--- src/rtl/fb_slot_scheduler.sv ---
// Framebuffer RAM port scheduler: scanout prefetch, optional clear engine, pixel writer.
// Define FB_CLEAR_EN to build the hardware clear engine.
module fb_slot_scheduler #(
  parameter int unsigned FB_W = 320,
  parameter int unsigned FB_H = 240,
  parameter int unsigned AW   = 17
) (
  input  logic          vgaclk,
  input  logic          rst,
  input  logic [9:0]    hc,
  input  logic [9:0]    vc,
  output logic [AW-1:0] ram_addr,
  output logic          ram_we,
  output logic [7:0]    ram_wdata,
  input  logic [7:0]    ram_rdata,
  output logic [7:0]    pix_color,
  input  logic          wr_valid,
  input  logic [AW-1:0] wr_addr,
  input  logic [7:0]    wr_data,
  output logic          wr_ready,
  input  logic          clr_start,
  input  logic [7:0]    clr_color,
  output logic          clr_busy,
  output logic          clr_done
);
  localparam int unsigned NPIX = FB_W * FB_H;

  logic [9:0]    th, tv, nh, nv;
  logic          fetch, fetch_q, next_active;
  logic [AW-1:0] fetch_addr, addr_q;
  logic [AW-1:0] clr_ptr;
  logic [7:0]    clr_val;

  // Target the pixel two clocks ahead so RAM latency plus the output register line up.
  always_comb begin
    th          = (hc >= 10'd798) ? hc - 10'd798 : hc + 10'd2;
    tv          = (hc < 10'd798) ? vc : ((vc == 10'd524) ? 10'd0 : vc + 10'd1);
    fetch       = !hc[0] && (th < 10'd640) && (tv < 10'd480);
    fetch_addr  = AW'((32'(tv) >> 1) * FB_W + (32'(th) >> 1));
    nh          = (hc == 10'd799) ? 10'd0 : hc + 10'd1;
    nv          = (hc != 10'd799) ? vc : ((vc == 10'd524) ? 10'd0 : vc + 10'd1);
    next_active = (nh < 10'd640) && (nv < 10'd480);
  end

  always_comb begin
    wr_ready  = !fetch && !clr_busy;
    ram_we    = 1'b0;
    ram_addr  = addr_q;
    ram_wdata = 8'h00;
    if (fetch) begin
      ram_addr = fetch_addr;
    end else if (clr_busy) begin
      ram_addr  = clr_ptr;
      ram_we    = 1'b1;
      ram_wdata = clr_val;
    end else if (wr_valid) begin
      ram_addr  = wr_addr;
      ram_wdata = wr_data;
      ram_we    = 32'(wr_addr) < NPIX;
    end
    if (!rst) ram_we = 1'b0;
  end

  always_ff @(posedge vgaclk or negedge rst) begin
    if (!rst) begin
      addr_q    <= '0;
      fetch_q   <= 1'b0;
      pix_color <= 8'h00;
    end else begin
      addr_q  <= ram_addr;
      fetch_q <= fetch;
      if (fetch_q) pix_color <= ram_rdata;
      else if (!next_active) pix_color <= 8'h00;
    end
  end

`ifdef FB_CLEAR_EN
  typedef enum logic {StIdle, StClear} clr_state_e;
  clr_state_e state_q;

  // Clear writes steal every free slot; the pointer only advances when a write went out.
  always_ff @(posedge vgaclk or negedge rst) begin
    if (!rst) begin
      state_q  <= StIdle;
      clr_ptr  <= '0;
      clr_val  <= 8'h00;
      clr_busy <= 1'b0;
      clr_done <= 1'b0;
    end else begin
      clr_done <= 1'b0;
      unique case (state_q)
        StIdle: begin
          if (clr_start) begin
            state_q  <= StClear;
            clr_ptr  <= '0;
            clr_val  <= clr_color;
            clr_busy <= 1'b1;
          end
        end
        StClear: begin
          if (!fetch) begin
            if (clr_ptr == AW'(NPIX - 1)) begin
              state_q  <= StIdle;
              clr_busy <= 1'b0;
              clr_done <= 1'b1;
            end else begin
              clr_ptr <= clr_ptr + AW'(1);
            end
          end
        end
        default: state_q <= StIdle;
      endcase
    end
  end
`else
  logic unused_clr;
  assign unused_clr = ^{clr_start, clr_color};
  assign clr_ptr    = '0;
  assign clr_val    = 8'h00;
  assign clr_busy   = 1'b0;
  assign clr_done   = 1'b0;
`endif

endmodule

--- config.mk ---
export PLATFORM = sky130hd
export DESIGN_NAME = fb_slot_scheduler
export DESIGN_NICKNAME = d
export VERILOG_FILES = /design/src/rtl/fb_slot_scheduler.sv
export SDC_FILE = /design/constraint.sdc
export NUM_CORES = 1
export LEC_CHECK = 0
export BUFFER_PORTS_ARGS = -buffer_cell sky130_fd_sc_hd__buf_2
export CAP_MARGIN = 20
export CORE_ASPECT_RATIO = 0.7
export CORE_UTILIZATION = 49
export DETAILED_ROUTE_END_ITERATION = 8
export GPL_TIMING_DRIVEN = 0
export PLACE_DENSITY = 0.85
export SLEW_MARGIN = 40
export SYNTH_ARGS = -nofsm -noshare
export SYNTH_HDL_FRONTEND = slang
export SYNTH_SLANG_ARGS = --single-unit
export TNS_END_PERCENT = 10
--- constraint.sdc ---
create_clock -name vgaclk -period 14.6 [get_ports vgaclk]
set_input_delay 2.92 -clock vgaclk [delete_from_list [all_inputs] [get_ports vgaclk]]
set_output_delay 2.92 -clock vgaclk [all_outputs]
set_load 0.02 [all_outputs]
## Yosys cells after proc, flatten, opt, wreduce, memory -nomap -nowiden

Cells that the tools add are included.

- Output and inout port bits: 37
- Word-level logic and storage cells: 39
- Bits in registers: 26
- Input port bits: 65

- Multiply operators: 1
- Mux-type cells: 14
- Order comparisons: 7
- Add/subtract/negate cells: 5
- Reduce and logical (&&, ||, !) cells: 5
- Equality and inequality tests: 4

Operator list:

| cell | count |
|---|---|
| 10-bit two-way mux | 5 |
| 17-bit two-way mux | 2 |
| 8-bit two-way mux | 4 |
| 10-bit less-than comparator, second input constant | 3 |
| 10-bit by 1-bit adder with 10-bit output, second input constant | 2 |
| 10-bit equality test, second input constant | 2 |
| 10-bit by 9-bit less-than comparator with 1-bit output, second input constant | 2 |
| 17-bit by 9-bit adder with 17-bit output | 1 |
| 17-bit less-than comparator, second input constant | 1 |
| 9-bit by 3-bit multiplier with 11-bit output, second input constant | 1 |
| 10-bit by 2-bit adder with 10-bit output, second input constant | 1 |
| 10-bit >= comparator, second input constant | 1 |
| 10-bit != test, second input constant | 1 |
| 10-bit subtractor, second input constant | 1 |
| 1-bit logical AND | 3 |
| 1-bit two-way mux | 3 |
| 1-bit logical NOT | 2 |
| 2-bit != test, second input constant | 1 |

## Logic depth before layout (Yosys ltp)

- Word-level depth: 7
- Mapped depth: 16
- Depth with buffers taken out: 16

## Worst setup path after synthesis

No wires, ideal clock.

- Path type: input-to-output
- From: in vc[0]
- To: out ram_addr[16]
- Path slack: 5366 ps
- Stages: 16
- Data required time: 11680 ps
- Path buffers: 0
- Arrival: 6314 ps
- Cells stage by stage: inv_1 -> ha_1 -> and4bb_1 -> and4_1 -> nor2_1 -> nand2_1 -> o21ai_0 -> ha_1 -> ha_1 -> fa_1 -> xor2_1 -> o2111ai_1 -> nor3_1 -> nand4_1 -> xnor2_1 -> mux2i_1

- Word-level cells in the longest chain between the ends: 6
- Elaborated cells on any way between the ends: 9
- Classes of those cells: 2 x add/sub; 1 x mul; 1 x order compare; 1 x eq/ne; 3 x mux; 1 x reduce/logical

RTL lines:

| what | RTL line | RTL |
|---|---|---|
| start, declared | 11 | `input logic [9:0] vc,` |
| 10-bit by 1-bit adder with 10-bit output / 10-bit equality test (equally long branches) | 37 | `tv = (hc < 10'd798) ? vc : ((vc == 10'd524) ? 10'd0 : vc + 10'd1);` |
| 10-bit two-way mux | 37 |  |
| 10-bit two-way mux (*) | 37 |  |
| 9-bit by 3-bit multiplier with 11-bit output / 10-bit by 9-bit less-than comparator with 1-bit output (equally long branches) | 39, 38 |  |
| 17-bit by 9-bit adder with 17-bit output / 1-bit logical AND (equally long branches) | 39, 38 |  |
| 17-bit two-way mux (*) | 50 | `if (fetch) begin` |
| end, declared | 12 | `output logic [AW-1:0] ram_addr,` |

Mark *: on every way between the ends. The rest lies on a longest branch, timed or not.

## Final worst setup path

- From: in vc[0]
- To: out ram_addr[14]

Same word-level chain as after synthesis.

==> flow_metrics.py <==
metrics = {
    "worst_setup_path": {
        "crit_path_end_kind": "output port",
        "cp_data_required_time_ps": 11680,
        "crit_arrival_ps": 7140,
        "critPathMaxFanout": 5,
        "crit_type": "primary input to output port",
        "worstSetupStartpointType": "primary input",
    },
    "yosys": {
        "avgSynthCellArea_um2": 8.97,
        "ys_ff_latch": 26,
        "synthCells": 299,
        "synth.most_common_cell": "mux2i_1",
        "seq_area_frac_synth_pct": 24.3,
        "synthTopCellsByArea": "dfrtp_1, mux2i_1, ha_1, o21ai_0, nor2_1",
        "netlist_area_um2": 2680,
        "postSynth.asyncResetShare_pct": 100,
        "synthFlopType": "dfrtp_1",
        "yosysTopAreaCellShare_pct": 24.3,
        "ys_warn_count": 0,
        "synth.distinct_cells": 56,
        "post-synth-top-area-cell": "dfrtp_1",
        "yosys-top-cells-count": "mux2i_1, dfrtp_1, nor2_1, ha_1, o21ai_0",
        "synth_edf_count": 0,
    },
    "hold_path": {
        "hold_path_class": "flop to flop",
    },
    "placement": {
        "post_dp_cell_area_um2": 3210,
        "port_buffers": 86,
        "dp_hpwl_mm": 5.72,
        "place.gp.congestion": 0.911,
    },
    "grt": {
        "grt.total_usage_pct": 24.5,
        "grt_pass1_vias": 2449,
        "grt_pass1_wl_mm": 11.5,
        "grt_max_degree": 28,
        "antenna_found_initial": 0,
        "overflow": 0,
    },
    "clock_network": {
        "cts_tree": "done",
        "cts_buffer_depth": 2,
        "cts.clk_slew.worst_paths_ps": 90,
        "post_cts_resized": 0,
        "clock_latency_ps": 270,
        "numCtsBuffers": 3,
        "clock-sinks": 26,
        "post_cts_buffers": 0,
        "h-tree-depth": 1,
        "hold_buffers": 0,
        "root_buffer": "clkbuf_8",
    },
    "timing": {
        "finClkSkew_ps": 7.91,
        "fin_setup_tns_ps": 0,
        "whs_ps": 535,
        "worst_pin_slew_ps": 754,
        "post-route-min-period_ps": 10060,
        "finalHoldViolCount": 0,
        "fin_crit_sh_pct": 68.9,
        "rsz0062_at_grt": "false",
        "slew_viol_final": 0,
        "setup_viol": 0,
        "fmax_ghz": 0.0994,
        "max_slew_margin_pct": 49.8,
    },
    "detailed_routing": {
        "drc": 0,
        "drt_iter0_markers": 86,
        "wl_per_cell_um": 15.1,
        "dr.pass1.iters": 4,
        "ant_nets": 0,
        "vias": 2623,
        "routed_wl_mm": 6.97,
        "viasPerCell": 5.69,
    },
    "layout": {
        "drive_gt1_share_pct": 28.8,
        "utilization_pct": 61.9,
        "multi_input_area_um2": 1910,
        "diodes": 0,
        "nNetsFinal": 478,
        "fillers": 476,
        "regArea_um2": 651,
        "final_area_um2": 3250,
        "syn_to_final_growth_pct": 21.3,
    },
    "die": {
        "initial_core_util_pct": 51.0,
        "fp.coreArea_um2": 5260,
        "pin_count": 102,
        "dieArea_um2": 5780,
        "fp-row-count": 22,
        "die_y_um": 63.9,
        "die-width_um": 90.4,
    },
    "run": {
        "maxCapViolations": 0,
    },
    "power": {
        "ir_drop_mv": 0.0414,
        "p_leak_nw": 1.55,
        "p_per_area_nw_per_um2": 74.4,
        "finalPower_uw": 242,
    },
    "run_status": {
        "outcome": "complete, no violations",
    },
}
-- flip-flops by register name (all words and copies together) (netlist names) --
signal	flops
pix_color	8
fetch_q	1
addr_q	17
-- final cells by class --
class                   count  area share, %
multi-input cells         247           58.7
repair buffers             86           13.2
well taps                  72           2.77
clock buffers               3           1.27
flip-flops and latches     26           20.0
inverters                  13           1.50
plain buffers              14           2.58
-- per-layer routing --
| metal | global-route usage (%) | wire (um) |
|---|---|---|
| met4 | 5.04 | 68 |
| met1 | 34.4 | 3350 |
| met2 | 40.1 | 3210 |
| met5 | 0 | 0 |
| met3 | 3.57 | 344 |
-- metrics by stage --
stage          worst slack, ps  instances
2_1_floorplan             5370        300
3_3_place_gp              4780        458
3_5_place_dp              4610        458
4_1_cts                   4610        461
5_1_grt                   4290        461
6_report                  4540        461
-- kinds of logic after synthesis --
| kind of cell | Yosys count | share of synthesized area [%] |
|---|---|---|
| buf+inv | 27 | 4.95 |
| simple gates | 102 | 21.5 |
| compound gates | 61 | 16.5 |
| xor+xnor | 18 | 5.88 |
| other cells | 1 | 0.140 |
| fa+ha+maj | 22 | 10.8 |
| flops | 26 | 24.3 |
| mux | 42 | 16.0 |
-- power by group --
group | leakage, nW | total (mW) | switching [mW] | internal (mW)
Combinational | 1.21 | 0.118 | 0.0712 | 0.0464
Clock | 0.0216 | 0.0402 | 0.0217 | 0.0185
Sequential | 0.322 | 0.0843 | 0.00281 | 0.0815
-- final timing paths --
path	from	end	slack, ps	depth (start not counted)
min reg2reg	pix_color[1]	pix_color[1]	530	2
max in group asynchronous	rst	addr_q[12]	11550	1
min in group asynchronous	rst	pix_color[0]	2650	1
min	pix_color[1]	pix_color[1]	530	2
max reg2reg	fetch_q	pix_color[5]	13030	3
max	vc[0]	ram_addr[14]	4540	18
-- layout by cell type, fill, tap and decap left out, types with 4 or more instances in the layout --
master / n
buf_2: 87
mux2i_1: 36
dfrtp_1: 26
nor2_1: 21
ha_1: 20
o21ai_0: 18
nand2_1: 15
nand3_1: 13
inv_1: 13
nor3_1: 9
a21oi_1: 9
xnor2_1: 9
xor2_1: 9
nand4_1: 8
and3b_1: 8
clkbuf_1: 7
mux2_2: 6
a31oi_1: 5
a21o_1: 4
nor2b_1: 4
-- critical path, stage by stage --
cell and delay (ps):
buf_2 110, inv_1 50, ha_1 200, and4bb_1 200, and4_1 230, nor2_1 280
nand2_1 90, o21ai_0 400, ha_1 320, ha_1 240, fa_1 430, a211oi_1 430
nor2_1 130, xor2_1 330, nand2_1 120, xor2_1 170, mux2i_1 270, buf_2 220
Note: power is estimated with default switching activity, not from simulation.
